### src/rtl/serial_add_unit_if.sv
// Handshake/data bundle for serial_add_unit: start/operands in, busy/done/result out.
// SERIAL_ADD_SUB_EN adds the sub request bit alongside the operands.
interface serial_add_unit_if #(
  parameter int WIDTH = 8
);
  logic             start;
  logic [WIDTH-1:0] a;
  logic [WIDTH-1:0] b;
`ifdef SERIAL_ADD_SUB_EN
  logic             sub;
`endif
  logic             busy;
  logic             done;
  logic [WIDTH-1:0] sum;
  logic             carry;

`ifdef SERIAL_ADD_SUB_EN
  modport master (output start, a, b, sub, input busy, done, sum, carry);
  modport slave  (input start, a, b, sub, output busy, done, sum, carry);
`else
  modport master (output start, a, b, input busy, done, sum, carry);
  modport slave  (input start, a, b, output busy, done, sum, carry);
`endif
endinterface

### src/rtl/serial_add_unit.sv
// Bit-serial adder: LSB-first, one bit per clock, registered carry, one-cycle done pulse.
// Optional macro SERIAL_ADD_SUB_EN enables subtraction (a - b) via the sub request bit.
module serial_add_unit #(
  parameter int WIDTH = 8
) (
  input  logic               clk,
  input  logic               reset,
  serial_add_unit_if.slave   bus
);

  localparam int CNT_W = $clog2(WIDTH);

  typedef enum logic [1:0] {
    IDLE  = 2'd0,
    SHIFT = 2'd1,
    DONE  = 2'd2
  } state_t;

  state_t           state;
  logic [WIDTH-1:0] op_a;
  logic [WIDTH-1:0] op_b;
  logic [WIDTH-1:0] acc;
  logic             c;
  logic [CNT_W-1:0] cnt;
  logic             busy_q;
  logic             done_q;
  logic [WIDTH-1:0] sum_q;
  logic             carry_q;

  // Full-adder cell: sum bit and next carry for the current LSB pair.
  logic s_bit;
  logic c_next;

  always_comb begin
    s_bit  = op_a[0] ^ op_b[0] ^ c;
    c_next = (op_a[0] & op_b[0]) | (op_a[0] & c) | (op_b[0] & c);
  end

  // NOTE: state registers use non-blocking assignments so every flop samples
  // the pre-edge values; blocking here would chain shifts within one edge.
  always_ff @(posedge clk or posedge reset) begin
    if (reset) begin
      state   <= IDLE;
      op_a    <= '0;
      op_b    <= '0;
      acc     <= '0;
      c       <= 1'b0;
      cnt     <= '0;
      busy_q  <= 1'b0;
      done_q  <= 1'b0;
      sum_q   <= '0;
      carry_q <= 1'b0;
    end else begin
      case (state)
        IDLE: begin
          if (bus.start) begin
            op_a   <= bus.a;
`ifdef SERIAL_ADD_SUB_EN
            // Two's complement subtract: a + ~b + 1.
            op_b   <= bus.sub ? ~bus.b : bus.b;
            c      <= bus.sub;
`else
            op_b   <= bus.b;
            c      <= 1'b0;
`endif
            acc    <= '0;
            cnt    <= '0;
            busy_q <= 1'b1;
            state  <= SHIFT;
          end
        end

        SHIFT: begin
          acc  <= {s_bit, acc[WIDTH-1:1]};
          op_a <= op_a >> 1;
          op_b <= op_b >> 1;
          c    <= c_next;
          cnt  <= cnt + CNT_W'(1);
          if (cnt == CNT_W'(WIDTH - 1)) begin
            sum_q   <= {s_bit, acc[WIDTH-1:1]};
            carry_q <= c_next;
            done_q  <= 1'b1;
            state   <= DONE;
          end
        end

        DONE: begin
          done_q <= 1'b0;
          busy_q <= 1'b0;
          state  <= IDLE;
        end

        default: begin
          done_q <= 1'b0;
          busy_q <= 1'b0;
          state  <= IDLE;
        end
      endcase
    end
  end

  assign bus.busy  = busy_q;
  assign bus.done  = done_q;
  assign bus.sum   = sum_q;
  assign bus.carry = carry_q;

endmodule

### src/flat_wrapper.sv
// flat-port wrapper written by rule: the top's interface ports become plain ports
module serial_add_unit_flat 
#(
  parameter int WIDTH = 8
)
  (clk, reset, bus_start, bus_a, bus_b, bus_busy, bus_done, bus_sum, bus_carry);
  serial_add_unit_if #(.WIDTH(WIDTH)) bus_i ();
  input  logic clk;
  input  logic reset;
  input wire logic [$bits(bus_i.start)-1:0] bus_start;
  input wire logic [$bits(bus_i.a)-1:0] bus_a;
  input wire logic [$bits(bus_i.b)-1:0] bus_b;
  output wire logic [$bits(bus_i.busy)-1:0] bus_busy;
  output wire logic [$bits(bus_i.done)-1:0] bus_done;
  output wire logic [$bits(bus_i.sum)-1:0] bus_sum;
  output wire logic [$bits(bus_i.carry)-1:0] bus_carry;
  assign bus_i.start = bus_start;
  assign bus_i.a = bus_a;
  assign bus_i.b = bus_b;
  assign bus_busy = bus_i.busy;
  assign bus_done = bus_i.done;
  assign bus_sum = bus_i.sum;
  assign bus_carry = bus_i.carry;
  serial_add_unit #(.WIDTH(WIDTH)) u_core (.clk(clk), .reset(reset), .bus(bus_i));
endmodule
### config.mk
export PLATFORM = sky130hd
export DESIGN_NAME = serial_add_unit_flat
export DESIGN_NICKNAME = d
export VERILOG_FILES = /design/src/rtl/serial_add_unit_if.sv /design/src/rtl/serial_add_unit.sv /design/src/flat_wrapper.sv
export SDC_FILE = /design/constraint.sdc
export NUM_CORES = 1
export LEC_CHECK = 0
export ABC_AREA = 1
export CAP_MARGIN = 10
export CORE_ASPECT_RATIO = 0.9
export CORE_MARGIN = 1
export CORE_UTILIZATION = 43
export DETAILED_ROUTE_END_ITERATION = 6
export HOLD_SLACK_MARGIN = 0.12
export PLACE_DENSITY = 0.63
export SLEW_MARGIN = 20
export SYNTH_ARGS = -nofsm -noshare
export SYNTH_HDL_FRONTEND = slang
export SYNTH_SLANG_ARGS = --single-unit
### constraint.sdc
create_clock -name clk -period 1.8 [get_ports clk]
set_input_delay 0.27 -clock clk [delete_from_list [all_inputs] [get_ports clk]]
set_output_delay 0.27 -clock clk [all_outputs]
set_load 0.02 [all_outputs]
==> impl_metrics.tcl <==
set metrics [dict create \
    fmax_ghz 0.654 \
    p_int_mw 2.44 \
    viasPerCell 4.69 \
    drive_gt1_share_pct 11.9 \
    die_w_um 70.8 \
    setup.worst_path.start "u_core.bus.busy" \
    grt_pass1_vias 1319 \
    p_switching_mw 1.51 \
    p_leak_nw 1.20 \
    cp_top_family "buffers and inverters" \
    r2r_end "u_core.bus.sum[7]" \
    violations "DRC" \
    ys_ff_latch 40 \
    critPathSlowestCell "clkdlybuf4s50_1" \
    cp-endpoint "bus_busy" \
    grt_usage_pct 17.4 \
    relSlewSlack_pct 66.5 \
    start_util_pct 44.9 \
    grt_max_degree 41 \
    hold_viol 0 \
    r2r_cells 6 \
    rrSetupSlack_ns 0.41 \
    clk_pin_slew_ns 0.08 \
    skew_ns 0.00585 \
    criticalPathCategory "reg -> out" \
    peakVddDrop_mv 0.859 \
    worstPathArrival_ns 1.26 \
    netlist_area_mm2 0.00183 \
    final_cell_mix "nand2_1, dfrtp_1, inv_1" \
    cts_tree "yes" \
    htreeDepth 2 \
    routedWlPerCell_um 11.4 \
    power.density_mw_per_mm2 1720 \
    synth_cell_types 18 \
    chipHeight_um 63.9 \
    tns_ns 0 \
    dr_total_vias 1408 \
    dp_hpwl_um 2280 \
    start_kind "flop" \
    finalCritPeriodShare_pct 84.9 \
    root_buffer "clkbuf_8" \
    worstSetupEndpointType "output pin" \
    overflow 0 \
    crit_cells 1 \
    syn_to_final_growth_pct 25.4 \
    grt_pass1_wl_um 6080 \
    cts_hold_buf 0 \
    netlist_instances 216 \
    ys_warn_count 0 \
    n_antenna_cell 0 \
    seq_area_mm2 0.00100 \
    core_mm2 0.00407 \
    routabilityCongestion 0.758 \
    layout_setup_ws_ns 0.271 \
    fin_nets 273 \
    yosysSeqAreaShare_pct 54.7 \
    drt_wl_total_um 3410 \
    slowest_delay_ns 0.62 \
    tightest_slew_ns 0.502 \
    cts-buffers-inserted 5 \
    ant_nets 0 \
    seqPwrFrac_pct 38.6 \
    worstPathBufferInverterCount 1 \
    clkSinkCount 40 \
    nFillCells 392 \
    rows 22 \
    first_iter_violations 94 \
    drv_slew 0 \
    clock_latency_ns 0.29 \
    syn_avg_cell_area_um2 8.47 \
    layout_commonest_cell "nand2_1" \
    rsz0062_at_grt "false" \
    cts_buffer_depth 2 \
    pwr-share-comb_pct 43.0 \
    switching_share_pct 38.2 \
    drtPass1Iterations 6 \
    maxCapViolations 0 \
    io_pins 30 \
    port_buffers 29 \
    min_period_ns 1.53 \
    path_cells "clkdlybuf4s50_1" \
    cts_resized 0 \
    multi_input_area_um2 643 \
    required_ns 1.53 \
    cts_setup_buffers 0 \
    hold_path_class "in -> async" \
    r2r-start "u_core.cnt[0]" \
    antenna_found_initial 0 \
    clockPowerShare_pct 18.4 \
    drc_errors 4 \
    synth_nets 238 \
    run_status "finished with violations" \
    setup-violations-final 0 \
    path_max_fanout 2 \
    design.die.area_mm2 0.00452 \
    place_ws_ns 0.381 \
]
state kept, by name (all words and copies together) (netlist names):
register,flops
u_core.bus.carry,1
u_core.op_a,8
u_core.acc,7
u_core.cnt,3
u_core.bus.busy,1
u_core.c,1
u_core.bus.sum,8
u_core.op_b,8
u_core.bus.done,1
u_core.state,2
metal layers:
layer / vias up / share of wire (%) / global-route usage (%)
met5: - / 0 / 0
met4: 0 / 1.1 / 6.00
met3: 5 / 4.3 / 5.84
met2: 24 / 41 / 24.9
met1: 645 / 54 / 24.7
li1: 734 / - / -
kinds of logic (layout without fill, tap and decap cells):
kind of cell	Yosys count	after routing	synth area share (%)
buffers and inverters	44	80	10.1
and+or+nand+nor	112	112	26.6
DFF	40	40	54.7
AOI/OAI and AO/OA	17	17	6.09
adders and majority gates	3	3	2.46
worst min path at each step:
stage	start	endpoint	slack, ns	cells after the start
after floorplan	bus_a[7]	u_core.op_a[7]	0.39	2
after global placement	u_core.cnt[1]	u_core.cnt[1]	0.46	2
after detailed placement	u_core.op_a[7]	u_core.op_a[7]	0.46	2
after CTS	reset	u_core.bus.sum[1]	0.43	3
after global routing	reset	u_core.bus.sum[1]	0.45	3
final	reset	u_core.bus.sum[1]	0.40	3
cells in the mapped netlist, drive strengths merged:
library cell / count / area [um2]
nand2: 77 / 309
dfrtp: 40 / 1000
inv: 36 / 135
nand3: 31 / 155
o21ai: 16 / 106
buf: 6 / 42.5
nor2: 4 / 22.5
clkbuf: 2 / 7.51
ha: 2 / 25.0
a21oi: 1 / 5.00
fa: 1 / 20.0
stage by stage:
step	total power, mW	instance area (um2)	util (%)	instances	hold slack, ns
after detailed placement	3.26	2180	53.6	292	0.461
after floorplan	2.71	1830	-	216	0.387
final	3.96	2290	56.3	300	0.402
after global placement	3.24	2180	53.6	292	0.459
after CTS	4.00	2290	56.3	300	0.427
after global routing	4.31	2290	56.3	300	0.445
area by class of cell:
cell class / instances / area share [%]
inverter: 36 / 5.89
tap: 48 / 2.62
clock inverter: 3 / 1.85
sequential: 40 / 43.6
timing repair buffer: 36 / 14.9
clock buffer: 5 / 3.00
multi-input combinational: 132 / 28.0
power by group through the flow:
stage	logic [mW]	clock network, mW	registers (mW)
after floorplan	1.05	0	1.66
after global placement	1.70	0	1.54
after detailed placement	1.72	0	1.54
after CTS	1.72	0.748	1.53
after global routing	1.94	0.787	1.58
final	1.70	0.729	1.53
Power figures use the tool's default switching activity.
